<file path="config.mk">
export PLATFORM = sky130hd
export DESIGN_NAME = vga_layer_engine
export DESIGN_NICKNAME = d
export VERILOG_FILES = /design/src/rtl/vga_layer_engine.sv
export SDC_FILE = /design/constraint.sdc
export NUM_CORES = 2
export LEC_CHECK = 0
export ABC_AREA = 0
export BUFFER_PORTS_ARGS = -buffer_cell sky130_fd_sc_hd__buf_2
export CAP_MARGIN = 10
export CORE_ASPECT_RATIO = 1.2
export CORE_UTILIZATION = 45
export CTS_CLUSTER_DIAMETER = 200
export DETAILED_ROUTE_END_ITERATION = 16
export GPL_TIMING_DRIVEN = 0
export PLACE_DENSITY = 0.61
export SLEW_MARGIN = 30
export SYNTH_ARGS = -nofsm -noshare
export SYNTH_HDL_FRONTEND = slang
export SYNTH_SLANG_ARGS = --single-unit
</file>
<file path="constraint.sdc">
create_clock -name clock -period 2.8 [get_ports clock]
set_input_delay 0.28 -clock clock [delete_from_list [all_inputs] [get_ports clock]]
set_output_delay 0.28 -clock clock [all_outputs]
set_load 0.005 [all_outputs]
</file>
<file path="src/rtl/vga_layer_engine.sv">
// VGA raster engine: sync generation plus a priority-ordered stack of solid rectangles.
// Define VGA_LAYER_BLINK_EN to enable per-slot blinking driven by a committed-frame counter.
module vga_layer_engine #(
  parameter int unsigned H_ACTIVE     = 640,
  parameter int unsigned H_FP         = 16,
  parameter int unsigned H_SYNC       = 96,
  parameter int unsigned H_BP         = 48,
  parameter int unsigned V_ACTIVE     = 480,
  parameter int unsigned V_FP         = 10,
  parameter int unsigned V_SYNC       = 2,
  parameter int unsigned V_BP         = 33,
  parameter bit          SYNC_ACTIVE  = 1'b0,
  parameter int unsigned NUM_RECTS    = 8,
  parameter int unsigned COLOR_W      = 4
`ifdef VGA_LAYER_BLINK_EN
  ,
  parameter int unsigned BLINK_FRAMES = 30
`endif
) (
  input  logic                 clock,
  input  logic                 reset,
  input  logic                 pix_ce,
  input  logic                 cfg_we,
  input  logic [3:0]           cfg_idx,
  input  logic [9:0]           cfg_x0,
  input  logic [9:0]           cfg_x1,
  input  logic [9:0]           cfg_y0,
  input  logic [9:0]           cfg_y1,
  input  logic [3*COLOR_W-1:0] cfg_color,
  input  logic                 cfg_en,
  input  logic                 cfg_blink,
  input  logic [3*COLOR_W-1:0] bg_color,
  output logic                 h_sync,
  output logic                 v_sync,
  output logic [COLOR_W-1:0]   red,
  output logic [COLOR_W-1:0]   green,
  output logic [COLOR_W-1:0]   blue,
  output logic                 de,
  output logic                 frame_start
);

  localparam int unsigned RGB_W   = 3 * COLOR_W;
  localparam int unsigned H_TOTAL = H_ACTIVE + H_FP + H_SYNC + H_BP;
  localparam int unsigned V_TOTAL = V_ACTIVE + V_FP + V_SYNC + V_BP;

  localparam logic [9:0] H_LAST   = 10'(H_TOTAL - 1);
  localparam logic [9:0] V_LAST   = 10'(V_TOTAL - 1);
  localparam logic [9:0] H_ACT    = 10'(H_ACTIVE);
  localparam logic [9:0] V_ACT    = 10'(V_ACTIVE);
  localparam logic [9:0] HS_FIRST = 10'(H_ACTIVE + H_FP);
  localparam logic [9:0] HS_LAST  = 10'(H_ACTIVE + H_FP + H_SYNC - 1);
  localparam logic [9:0] VS_FIRST = 10'(V_ACTIVE + V_FP);
  localparam logic [9:0] VS_LAST  = 10'(V_ACTIVE + V_FP + V_SYNC - 1);

  typedef struct packed {
    logic             en;
    logic             blink;
    logic [9:0]       x0;
    logic [9:0]       x1;
    logic [9:0]       y0;
    logic [9:0]       y1;
    logic [RGB_W-1:0] color;
  } rect_t;

  logic [9:0]           hc_q, hc_d;
  logic [9:0]           vc_q, vc_d;
  logic                 end_of_line;
  logic                 end_of_frame;
  logic                 commit;

  rect_t                shadow_q [NUM_RECTS];
  rect_t                live_q   [NUM_RECTS];
  rect_t                cfg_rect;

  logic [NUM_RECTS-1:0] hit_d, hit_q;
  logic                 de1_d, hs1_d, vs1_d;
  logic                 de1_q, hs1_q, vs1_q;
  logic                 de_q, hs_q, vs_q;
  logic [RGB_W-1:0]     rgb_d, rgb_q;
  logic                 frame_start_q;
  logic                 blink_phase;

  // Raster counters
  always_comb begin
    end_of_line  = (hc_q == H_LAST);
    end_of_frame = end_of_line && (vc_q == V_LAST);
    commit       = pix_ce && end_of_frame;
    hc_d         = end_of_line ? 10'd0 : hc_q + 10'd1;
    vc_d         = vc_q;
    if (end_of_line) begin
      vc_d = (vc_q == V_LAST) ? 10'd0 : vc_q + 10'd1;
    end
  end

  always_ff @(posedge clock or negedge reset) begin
    if (!reset) begin
      hc_q <= '0;
      vc_q <= '0;
    end else if (pix_ce) begin
      hc_q <= hc_d;
      vc_q <= vc_d;
    end
  end

  // Descriptor banks: upstream only ever writes the shadow bank
  always_comb begin
    cfg_rect       = '0;
    cfg_rect.en    = cfg_en;
    cfg_rect.blink = cfg_blink;
    cfg_rect.x0    = cfg_x0;
    cfg_rect.x1    = cfg_x1;
    cfg_rect.y0    = cfg_y0;
    cfg_rect.y1    = cfg_y1;
    cfg_rect.color = cfg_color;
  end

  always_ff @(posedge clock or negedge reset) begin
    if (!reset) begin
      for (int unsigned i = 0; i < NUM_RECTS; i++) begin
        shadow_q[i] <= '0;
      end
    end else if (cfg_we) begin
      // Out-of-range indices match no slot and are dropped
      for (int unsigned i = 0; i < NUM_RECTS; i++) begin
        if (cfg_idx == 4'(i)) begin
          shadow_q[i] <= cfg_rect;
        end
      end
    end
  end

  always_ff @(posedge clock or negedge reset) begin
    if (!reset) begin
      for (int unsigned i = 0; i < NUM_RECTS; i++) begin
        live_q[i] <= '0;
      end
    end else if (commit) begin
      for (int unsigned i = 0; i < NUM_RECTS; i++) begin
        live_q[i] <= shadow_q[i];
      end
    end
  end

  always_ff @(posedge clock or negedge reset) begin
    if (!reset) begin
      frame_start_q <= 1'b0;
    end else begin
      frame_start_q <= commit;
    end
  end

`ifdef VGA_LAYER_BLINK_EN
  localparam int unsigned BLINK_CNT_W = (BLINK_FRAMES > 1) ? $clog2(BLINK_FRAMES) : 1;

  logic [BLINK_CNT_W-1:0] blink_cnt_q;
  logic                   blink_phase_q;

  // Phase only moves at commit, so a slot is either fully drawn or fully hidden in a frame
  always_ff @(posedge clock or negedge reset) begin
    if (!reset) begin
      blink_cnt_q   <= '0;
      blink_phase_q <= 1'b0;
    end else if (commit) begin
      if (blink_cnt_q == BLINK_CNT_W'(BLINK_FRAMES - 1)) begin
        blink_cnt_q   <= '0;
        blink_phase_q <= ~blink_phase_q;
      end else begin
        blink_cnt_q <= blink_cnt_q + 1'b1;
      end
    end
  end

  assign blink_phase = blink_phase_q;
`else
  assign blink_phase = 1'b0;
`endif

  // Stage 1: per-slot hit test and raw sync/enable
  always_comb begin
    hit_d = '0;
    for (int unsigned i = 0; i < NUM_RECTS; i++) begin
      hit_d[i] = live_q[i].en && !(live_q[i].blink && blink_phase) &&
                 (live_q[i].x0 <= hc_q) && (hc_q <= live_q[i].x1) &&
                 (live_q[i].y0 <= vc_q) && (vc_q <= live_q[i].y1);
    end
    de1_d = (hc_q < H_ACT) && (vc_q < V_ACT);
    hs1_d = ((hc_q >= HS_FIRST) && (hc_q <= HS_LAST)) ? SYNC_ACTIVE : ~SYNC_ACTIVE;
    vs1_d = ((vc_q >= VS_FIRST) && (vc_q <= VS_LAST)) ? SYNC_ACTIVE : ~SYNC_ACTIVE;
  end

  // Stage 2: later slots overwrite earlier ones, so the highest hitting index wins
  always_comb begin
    rgb_d = bg_color;
    for (int unsigned i = 0; i < NUM_RECTS; i++) begin
      if (hit_q[i]) begin
        rgb_d = live_q[i].color;
      end
    end
    if (!de1_q) begin
      rgb_d = '0;
    end
  end

  always_ff @(posedge clock or negedge reset) begin
    if (!reset) begin
      hit_q <= '0;
      de1_q <= 1'b0;
      hs1_q <= ~SYNC_ACTIVE;
      vs1_q <= ~SYNC_ACTIVE;
      de_q  <= 1'b0;
      hs_q  <= ~SYNC_ACTIVE;
      vs_q  <= ~SYNC_ACTIVE;
      rgb_q <= '0;
    end else if (pix_ce) begin
      hit_q <= hit_d;
      de1_q <= de1_d;
      hs1_q <= hs1_d;
      vs1_q <= vs1_d;
      de_q  <= de1_q;
      hs_q  <= hs1_q;
      vs_q  <= vs1_q;
      rgb_q <= rgb_d;
    end
  end

  assign h_sync      = hs_q;
  assign v_sync      = vs_q;
  assign de          = de_q;
  assign red         = rgb_q[RGB_W-1 -: COLOR_W];
  assign green       = rgb_q[2*COLOR_W-1 -: COLOR_W];
  assign blue        = rgb_q[COLOR_W-1:0];
  assign frame_start = frame_start_q;

endmodule

</file>
==> flow_summary.json <==
{
  "num_vias": 27900,
  "critPathTopFamily": "compound AO/OA/AOI/OAI gates",
  "p_per_area_nw_per_um2": 663,
  "grt.met2_usage_pct": 42.7,
  "required_ns": 3.40,
  "reg2reg_slack_ns": -0.004,
  "dp_hpwl_microns": 82600,
  "path_cells": "clkinvlp_4 > ha_1 > nand4_1 > a211oi_1 > a2111oi_1 > a31oi_2 > a211oi_4 > a32o_1",
  "hp-class": "input pin to flop",
  "endpoint_kind": "flop",
  "synth-async-reset-ratio_pct": 100,
  "synth_top_area_share_pct": 53.4,
  "fp.dieH_microns": 336,
  "hold_path_startpoint": "cfg_y0[6]",
  "cts_max_level": 3,
  "dp_cells": 4689,
  "hold_viol": 0,
  "io_pins": 90,
  "place_congestion": 0.901,
  "timing.rr.start": "vc_q[8]$_DFFE_PN0P_",
  "clock_latency_ns": 0.67,
  "fin_util_pct": 52.6,
  "worstReg2RegEnd": "hit_q[6]$_DFFE_PN0P_",
  "setup-violations-final": 1,
  "synth_most_common_cell": "dfrtp_1",
  "ant_nets": 0,
  "reg2reg_depth": 8,
  "fmax_mhz": 357,
  "rows": 122,
  "syn_nets": 3751,
  "drv_cap": 0,
  "areaGrowthSynthToFinish_pct": 15.9,
  "core_sq_um": 92000,
  "holdPathStages": 2,
  "die_w_microns": 280,
  "clockBufferDepth": 3,
  "yosys_register_bits": 895,
  "drt_first_pass_iters": 5,
  "arrival_ns": 3.40,
  "grt-ovfl-total": 0,
  "postSynthCellCount": 3353,
  "grt_usage_pct": 26.3,
  "wire_per_inst_microns": 24.4,
  "fin_setup_tns_ns": -0.00437,
  "crit_path_max_fanout": 13,
  "worst_pin_slew_ns": 1.03,
  "drv_slew": 0,
  "fin_total_pwr_uw": 32100,
  "fin_crit_ns": 2.80,
  "ys_seq_area_share_pct": 53.6,
  "tritoncts": "built",
  "drtIter0Drc": 2041,
  "max_stage_delay_ns": 0.61,
  "dominantRegCellSynth": "dfrtp_1",
  "placed_cell_area_sq_um": 44000,
  "netlist_area_sq_um": 41800,
  "synth_edf_count": 0,
  "syn_avg_cell_area_sq_um": 12.5,
  "drive_above_1_share_pct": 30.6,
  "status": "finished, violations left",
  "antenna_found_initial": 5,
  "grt_pass1_vias": 28200,
  "vias_per_cell": 5.63,
  "grt_max_degree": 117,
  "cts_made_buffers": 92,
  "cp_num_buf_inv": 1,
  "post-route-drc-count": 0,
  "multi_input_area_sq_um": 17700,
  "p_leak_uw": 0.0233,
  "use_met1_pct": 34.6,
  "slowest_stage": "dfrtp_4",
  "portBuffers": 87,
  "fin_crit_sh_pct": 100,
  "synth.distinct_cells": 65,
  "grt_busiest_layer": "met2",
  "start_util_pct": 45.4,
  "met3_usage_pct": 3.66,
  "wl_microns": 121000,
  "relSlewSlack_pct": 31.6,
  "start_kind": "flop",
  "synth_common_cells": "dfrtp_1, mux2_2, ha_1, nand2_1, o21ai_0",
  "critical_path_class": "flop to flop",
  "min_to": "shadow_q[28]$_DFFE_PN0P_",
  "yosys-top-cells-area": "dfrtp_1, mux2_2, ha_1",
  "finClkSkew_ns": 0.0188,
  "die_area_sq_um": 94000,
  "fin_cells": 4952,
  "fin_area_sq_um": 48400,
  "seq_area_sq_um": 22500,
  "num-nets-final": 4035,
  "violations": "setup timing",
  "grt_pass1_wl_microns": 182000,
  "yosysTopAreaCell": "dfrtp_1",
  "cts.sinks": 895,
  "vdd_ir_drop_max_mv": 0.454,
  "fill_cells": 7936,
  "worst_slack_ns": -0.00437,
  "cts.clk_slew.worst_paths_ns": 0.06,
  "ys_warn_count": 0,
  "cts_root_buffer": "clkbuf_16"
}
through the flow:
step	hold slack (ns)	worst slack (ns)
floorplan	-0.0156	0.127
global placement	0.454	-18.09
detailed placement	0.206	-1.26
CTS	0.00142	-0.0316
global route	0.0262	-0.0171
finish	0.0244	-0.00437
placed cells by master, fill, tap and decap left out, drive strengths merged, types with 8 or more instances in the layout:
| cell | Yosys | final |
|---|---|---|
| dfrtp | 891 | 891 |
| mux2 | 677 | 677 |
| ha | 324 | 324 |
| nand2 | 263 | 263 |
| o21ai | 262 | 262 |
| buf | 58 | 234 |
| inv | 234 | 219 |
| clkbuf | 82 | 216 |
| a21oi | 131 | 131 |
| nand4 | 51 | 51 |
| nor2 | 48 | 48 |
| nand3 | 37 | 37 |
| a21o | 31 | 31 |
| a211oi | 29 | 29 |
| o211ai | 27 | 27 |
| clkinvlp | 0 | 24 |
| nor2b | 24 | 24 |
| clkinv | 1 | 18 |
| nor3 | 15 | 15 |
| mux2i | 14 | 14 |
| dlygate4sd3 | 0 | 14 |
| a221o | 12 | 12 |
| and3 | 12 | 12 |
| xnor2 | 12 | 12 |
| a22oi | 11 | 11 |
| o21a | 8 | 8 |
| bufinv | 0 | 8 |
routing by layer:
| metal | vias to the layer above | part of all wire (%) |
|---|---|---|
| met4 | 10 | 4.9 |
| met5 | - | 0.052 |
| li1 | 12500 | - |
| met2 | 682 | 47 |
| met1 | 14500 | 43 |
| met3 | 230 | 4.9 |
power breakdown:
part | leakage [uW] | total (uW) | switching, uW | internal [uW]
Clock | 0.00156 | 12900 | 5320 | 7550
Sequential | 0.0107 | 15300 | 859 | 14400
Combinational | 0.0111 | 3950 | 2000 | 1950
layout make-up:
class	count	share of cell area, %
multi-input cells	2083	36.5
plain buffers	140	2.24
inverters	235	1.98
diodes	1	0.00517
flip-flops and latches	895	46.4
repair buffers	190	3.10
well taps	1240	3.20
clock buffers	134	5.67
clock inverters	34	0.848
state kept, by name, summed over array words and instances (netlist names):
name,cells
vs1_q,1
de1_q,1
de,1
live_q,424
v_sync,1
hit_q,8
h_sync,1
hc_q,10
rgb_q,12
vc_q,10
frame_start,1
hs1_q,1
shadow_q,424
how the worst max path moves through the flow:
stage                                    from                        to  slack (ns)  depth (start not counted)
after floorplan           vc_q[0]$_DFFE_PN0P_   live_q[260]$_DFFE_PN0P_        0.13                         10
after global placement                  reset  shadow_q[92]$_DFFE_PN0P_      -18.09                          1
after detailed placement  vc_q[1]$_DFFE_PN0P_   live_q[122]$_DFFE_PN0P_       -1.26                         10
after CTS                 vc_q[1]$_DFFE_PN0P_   live_q[131]$_DFFE_PN0P_       -0.03                         10
after global routing      hc_q[5]$_DFFE_PN0P_   live_q[136]$_DFFE_PN0P_       -0.02                          9
final                     vc_q[8]$_DFFE_PN0P_      hit_q[6]$_DFFE_PN0P_      -0.004                          8
cell families after synthesis:
| group | Yosys count | share of synthesized area [%] |
|---|---|---|
| buffers and inverters | 375 | 4.34 |
| muxes | 691 | 18.6 |
| DFF | 895 | 53.6 |
| AOI/OAI and AO/OA | 573 | 8.14 |
| xor gates and xnor gates | 12 | 0.252 |
| and+or+nand+nor | 483 | 5.32 |
| adders and majority gates | 324 | 9.71 |
what timing repair did:
action | CTS | global route
endpoints found under the hold margin | 291 | 0
hold buffers | 14 | 0
endpoints found under the setup margin | 441 | 432
gates cloned | 1 | 1
buffers inserted | 73 | 5
pin swaps | 3 | 6
gates resized for setup | 115 | 27
(Power assumes the default switching activity.)
